==> config.mk <==
export PLATFORM = sky130hd
export DESIGN_NAME = square_wave_cond
export DESIGN_NICKNAME = d
export VERILOG_FILES = /design/src/rtl/square_wave_pkg.sv /design/src/rtl/square_wave_cond_ch.sv /design/src/rtl/square_wave_cond.sv
export SDC_FILE = /design/constraint.sdc
export NUM_CORES = 1
export LEC_CHECK = 0
export BUFFER_PORTS_ARGS = -buffer_cell sky130_fd_sc_hd__buf_2
export CORE_ASPECT_RATIO = 0.9
export CORE_UTILIZATION = 35
export CTS_CLUSTER_SIZE = 30
export DETAILED_ROUTE_END_ITERATION = 7
export HOLD_SLACK_MARGIN = 0.03
export SLEW_MARGIN = 20
export SYNTH_ARGS = -nofsm -noshare
export SYNTH_HDL_FRONTEND = slang
export SYNTH_SLANG_ARGS = --single-unit
export TNS_END_PERCENT = 50
==> constraint.sdc <==
create_clock -name sys_clk -period 2.6 [get_ports sys_clk]
set_input_delay 0 -clock sys_clk [delete_from_list [all_inputs] [get_ports sys_clk]]
set_output_delay 0 -clock sys_clk [all_outputs]
set_load 0.01 [all_outputs]
==> src/rtl/square_wave_pkg.sv <==
// rtl/square_wave_pkg.sv - shared constants and helpers for the square-wave input conditioner
package square_wave_pkg;

  localparam int SYS_CLK_FREQ    = 50_000_000;
  localparam int PLL_FREQ        = 200_000_000;
  localparam int CH_NUM          = 2;
  localparam int FILT_LEN_DEF    = 4;
  localparam int TIMEOUT_CYC_DEF = 5_000_000;
  localparam int GLITCH_W_DEF    = 8;

  // Bits needed to hold values 0..n; never narrower than one bit.
  function automatic int cnt_w(input int n);
    return (n < 2) ? 1 : $clog2(n + 1);
  endfunction

endpackage

==> src/rtl/square_wave_cond_ch.sv <==
// rtl/square_wave_cond_ch.sv - one channel: synchroniser, glitch filter, edge strobes, timeout, glitch stats
module square_wave_cond_ch
  import square_wave_pkg::*;
#(
  parameter int SYNC_STAGES = 2,
  parameter int FILT_LEN    = FILT_LEN_DEF,
  parameter int TIMEOUT_CYC = TIMEOUT_CYC_DEF,
  parameter int GLITCH_W    = GLITCH_W_DEF
) (
  input  logic                sys_clk,
  input  logic                sys_rst,
  input  logic                wave_in,
  input  logic                clr_stat,
  output logic                wave_clean,
  output logic                rise_pulse,
  output logic                fall_pulse,
  output logic                sig_valid,
  output logic [GLITCH_W-1:0] glitch_cnt
);

  localparam int FW = cnt_w(FILT_LEN);
  localparam int TW = cnt_w(TIMEOUT_CYC);
  localparam logic [FW-1:0] FILT_MAX = FW'(FILT_LEN - 1);
  localparam logic [TW-1:0] TIME_MAX = TW'(TIMEOUT_CYC - 1);

  logic [SYNC_STAGES-1:0] sync_q;
  logic [FW-1:0]          filt_cnt;
  logic [TW-1:0]          time_cnt;
  logic                   sync;
  logic                   differ;
  logic                   commit;
  logic                   glitch;

  assign sync = sync_q[SYNC_STAGES-1];

  always_comb begin
    differ = 1'b0;
    commit = 1'b0;
    glitch = 1'b0;
    differ = (sync != wave_clean);
    commit = differ && (filt_cnt == FILT_MAX);
    // A partially qualified change that falls back counts as one rejected glitch.
    glitch = !differ && (filt_cnt != '0);
  end

  always_ff @(posedge sys_clk or posedge sys_rst) begin
    if (sys_rst) begin
      sync_q     <= '0;
      filt_cnt   <= '0;
      wave_clean <= 1'b0;
      rise_pulse <= 1'b0;
      fall_pulse <= 1'b0;
    end else begin
      sync_q     <= {sync_q[SYNC_STAGES-2:0], wave_in};
      rise_pulse <= commit && sync;
      fall_pulse <= commit && !sync;
      if (commit) begin
        wave_clean <= sync;
        filt_cnt   <= '0;
      end else if (differ) begin
        filt_cnt <= filt_cnt + 1'b1;
      end else begin
        filt_cnt <= '0;
      end
    end
  end

  // The counter parks at TIME_MAX so a dead input never wraps back to valid.
  always_ff @(posedge sys_clk or posedge sys_rst) begin
    if (sys_rst) begin
      time_cnt  <= '0;
      sig_valid <= 1'b0;
    end else if (commit) begin
      time_cnt  <= '0;
      sig_valid <= 1'b1;
    end else if (time_cnt == TIME_MAX) begin
      sig_valid <= 1'b0;
    end else begin
      time_cnt <= time_cnt + 1'b1;
    end
  end

  always_ff @(posedge sys_clk or posedge sys_rst) begin
    if (sys_rst) begin
      glitch_cnt <= '0;
    end else if (clr_stat) begin
      glitch_cnt <= '0;
    end else if (glitch && (glitch_cnt != '1)) begin
      glitch_cnt <= glitch_cnt + 1'b1;
    end
  end

endmodule

==> src/rtl/square_wave_cond.sv <==
// rtl/square_wave_cond.sv - multi-channel square-wave input conditioner feeding the measurement stage
module square_wave_cond #(
  parameter int CH_NUM      = square_wave_pkg::CH_NUM,
  parameter int SYNC_STAGES = 2,
  parameter int FILT_LEN    = square_wave_pkg::FILT_LEN_DEF,
  parameter int TIMEOUT_CYC = square_wave_pkg::TIMEOUT_CYC_DEF,
  parameter int GLITCH_W    = square_wave_pkg::GLITCH_W_DEF
) (
  input  logic                       sys_clk,
  input  logic                       sys_rst,
  input  logic [CH_NUM-1:0]          wave_in,
  input  logic                       clr_stat,
  output logic [CH_NUM-1:0]          wave_clean,
  output logic [CH_NUM-1:0]          rise_pulse,
  output logic [CH_NUM-1:0]          fall_pulse,
  output logic [CH_NUM-1:0]          sig_valid,
  output logic [CH_NUM*GLITCH_W-1:0] glitch_cnt
);

  import square_wave_pkg::*;

  for (genvar ch = 0; ch < CH_NUM; ch++) begin : g_ch
    square_wave_cond_ch #(
      .SYNC_STAGES (SYNC_STAGES),
      .FILT_LEN    (FILT_LEN),
      .TIMEOUT_CYC (TIMEOUT_CYC),
      .GLITCH_W    (GLITCH_W)
    ) u_ch (
      .sys_clk    (sys_clk),
      .sys_rst    (sys_rst),
      .wave_in    (wave_in[ch]),
      .clr_stat   (clr_stat),
      .wave_clean (wave_clean[ch]),
      .rise_pulse (rise_pulse[ch]),
      .fall_pulse (fall_pulse[ch]),
      .sig_valid  (sig_valid[ch]),
      .glitch_cnt (glitch_cnt[ch*GLITCH_W +: GLITCH_W])
    );
  end

endmodule

==> impl_metrics.env <==
export IMPL_synth_edf_count=0
export IMPL_synth_seq_cells=80
export IMPL_hpwl_mm=5.915
export IMPL_period_minus_slack_ns=2.066
export IMPL_grt_max_degree=45
export IMPL_async_reset_ff_share_pct=100.0
export IMPL_finalCritPeriodShare_pct=79.46
export IMPL_endpoint_kind="flop"
export IMPL_maxCapViolCount=0
export IMPL_clock_sinks=80
export IMPL_hp_class="input port to flop"
export IMPL_timing_final_ws_setup_ns=0.5341
export IMPL_synth_cells=440
export IMPL_viasPerCell=5.392
export IMPL_drc_errors=0
export IMPL_critPathLaunch="g_ch[1].u_ch.time_cnt[6]$_DFFE_PP0P_"
export IMPL_cts_tree="built"
export IMPL_path_class="flop to flop"
export IMPL_ys_warn_count=0
export IMPL_critical_path_top_delay_family="simple AND/OR/NAND/NOR gates"
export IMPL_holdCritStartpoint="clr_stat"
export IMPL_leakagePower_uw=0.001993
export IMPL_path_cells="and4_1 > nand3_1 > or4_1 > a21oi_1"
export IMPL_hold_viol=0
export IMPL_io_pins=29
export IMPL_synth_most_common_cell="dfrtp_1"
export IMPL_multi_input_area_sq_um=2007
export IMPL_tns_ns=0
export IMPL_syn_to_final_growth_pct=13.41
export IMPL_synthDistinctLibCells=47
export IMPL_root_buffer="clkbuf_16"
export IMPL_io_buffer_count=28
export IMPL_die_w_um=117.6
export IMPL_endpoint="g_ch[1].u_ch.time_cnt[14]$_DFFE_PP0P_"
export IMPL_rr_worst_depth=4
export IMPL_synthFlopType="dfrtp_1"
export IMPL_firstDrtPassIters=4
export IMPL_fin_util_pct=41.23
export IMPL_fin_nets=476
export IMPL_wl_per_cell_um=13.84
export IMPL_arrival_ns=2.31
export IMPL_std_cell_rows=37
export IMPL_clk_latency_ns=0.34
export IMPL_grt_overflow=0
export IMPL_cp_depth=4
export IMPL_synth_top_area_share_pct=47.58
export IMPL_totalPowerFinal_uw=3727
export IMPL_initial_core_util_pct=36.36
export IMPL_grt_total_usage_pct=15.09
export IMPL_fin_skew_ns=0.004486
export IMPL_setup_violations_final=0
export IMPL_cp_slowest_cell="or4_1"
export IMPL_rrSetupSlack_ns=0.53
export IMPL_max_stage_delay_ns=0.66
export IMPL_synth_area_leaders="dfrtp_1, a21oi_1, nand2_1"
export IMPL_drt_iter0_drc=235
export IMPL_nFillCells=1124
export IMPL_clock_fmax_ghz=0.4841
export IMPL_totalWireLength_mm=8.606
export IMPL_rsz0062_at_grt="no"
export IMPL_place_gp_congestion=0.7919
export IMPL_vias=3354
export IMPL_chipHeight_um=106.0
export IMPL_grt_antenna_before_repair=0
export IMPL_cts_max_level=3
export IMPL_syn_num_nets=455
export IMPL_cts_resized=0
export IMPL_die_area_sq_um=12470
export IMPL_ant_nets=0
export IMPL_path_max_fanout=19
export IMPL_tightest_slew_ns=0.8223
export IMPL_grt_pass1_vias=3210
export IMPL_place_ws_ns=0.5950
export IMPL_n_antenna_cell=0
export IMPL_numCtsBuffers=9
export IMPL_r2r_end="g_ch[1].u_ch.time_cnt[14]$_DFFE_PP0P_"
export IMPL_crit_path_start_kind="flop"
export IMPL_cp_required_ns=2.85
export IMPL_layout_drive_gt1_share_pct=11.59
export IMPL_synth_yosys_seq_area_share_pct=47.58
export IMPL_slew_limit_headroom_pct=44.72
export IMPL_syn_area_sq_um=4208
export IMPL_register_area_sq_um=2002
export IMPL_reg2reg_from="g_ch[1].u_ch.time_cnt[6]$_DFFE_PP0P_"
export IMPL_yosys_area_top_type="dfrtp_1"
export IMPL_crit_buf_inv=0
export IMPL_peakVddDrop_mv=0.3150
export IMPL_grt_pass1_wl_mm=15.28
export IMPL_clk_pin_slew_ns=0.06
export IMPL_cts_buffer_depth=2
export IMPL_powerDensity_nw_per_um2=781.0
export IMPL_slew_viol_final=0
export IMPL_avgSynthCellArea_sq_um=9.563
export IMPL_synth_commonest_cells="dfrtp_1, nand2_1, a21oi_1, nand3_1"
export IMPL_status="finished, final reports clean"
export IMPL_coreArea_sq_um=11570
==> worst min-delay path by stage <==
stage	cells past startpoint	to	slack, ns
global route	2	g_ch[1].u_ch.glitch_cnt[7]$_DFFE_PP0P_	0.08
floorplan	0	g_ch[0].u_ch.sync_q[0]$_DFF_PP0_	0.03
detailed placement	1	g_ch[0].u_ch.sync_q[0]$_DFF_PP0_	0.11
finish	2	g_ch[1].u_ch.glitch_cnt[1]$_DFFE_PP0P_	0.04
CTS	2	g_ch[1].u_ch.glitch_cnt[1]$_DFFE_PP0P_	0.03
global placement	2	g_ch[0].u_ch.glitch_cnt[4]$_DFFE_PP0P_	0.11
==> report_power, final <==
part	switching (uW)	internal [uW]
Combinational	465	325
Sequential	210	1440
Clock	534	754
==> cells in the final DEF (no fill, tap or decap), drive strengths merged, types with 6 or more instances in the layout <==
| cell | n |
|---|---|
| dfrtp | 80 |
| nand2 | 45 |
| a21oi | 36 |
| buf | 29 |
| nand3 | 25 |
| nor2 | 20 |
| o21ai | 20 |
| inv | 20 |
| or4 | 19 |
| o31ai | 16 |
| nand2b | 12 |
| nor3 | 12 |
| nand4 | 10 |
| mux2i | 10 |
| ha | 10 |
| nor4 | 10 |
| clkbuf | 9 |
| and3 | 8 |
| xnor2 | 8 |
| or3 | 8 |
| and4 | 6 |
| xor2 | 6 |
| and2 | 6 |
==> layer usage <==
layer	global-route usage, %	wire (um)	up-vias
met2	23.16	3960	67
met3	3.219	284	5
met4	6.136	70	0
met5	0	0	-
met1	20.71	4290	1617
li1	-	-	1665
==> through the flow <==
stage / instances / hold WS [ns] / cell area (sq um)
2_1_floorplan: 440 / 0.03143 / 4208
3_3_place_gp: 603 / 0.1085 / 4437
3_5_place_dp: 603 / 0.1098 / 4437
4_1_cts: 622 / 0.03473 / 4772
5_1_grt: 622 / 0.07648 / 4772
6_report: 622 / 0.04448 / 4772
==> flip-flops by register name, summed over array words and instances, names as in the netlist <==
name                  flops
g_ch.u_ch.time_cnt       46
g_ch.u_ch.rise_pulse      2
g_ch.u_ch.filt_cnt        6
g_ch.u_ch.wave_clean      2
g_ch.u_ch.fall_pulse      2
g_ch.u_ch.sig_valid       2
g_ch.u_ch.sync_q          4
g_ch.u_ch.glitch_cnt     16
==> logic make-up after synthesis <==
group | count (synthesis) | synth area share [%]
xor gates and xnor gates | 14 | 2.914
DFF | 80 | 47.58
adders and majority gates | 10 | 2.974
muxes | 11 | 2.647
AOI/OAI and AO/OA | 92 | 13.77
and+or+nand+nor | 192 | 25.39
buffers and inverters | 41 | 4.728
==> cell type report <==
| cell class | instances | share of cell area, % |
|---|---|---|
| Multi-Input combinational cell | 319 | 42.06 |
| Timing Repair Buffer | 32 | 3.985 |
| Sequential cell | 80 | 41.95 |
| Inverter | 19 | 1.521 |
| Clock inverter | 7 | 1.678 |
| Tap cell | 156 | 4.090 |
| Clock buffer | 9 | 4.719 |
==> what timing repair did <==
item / CTS / global route
endpoints found under the hold margin: 38 / 0
setup buffers: 0 / 0
hold buffers: 3 / 0
(Power assumes the default switching activity.)
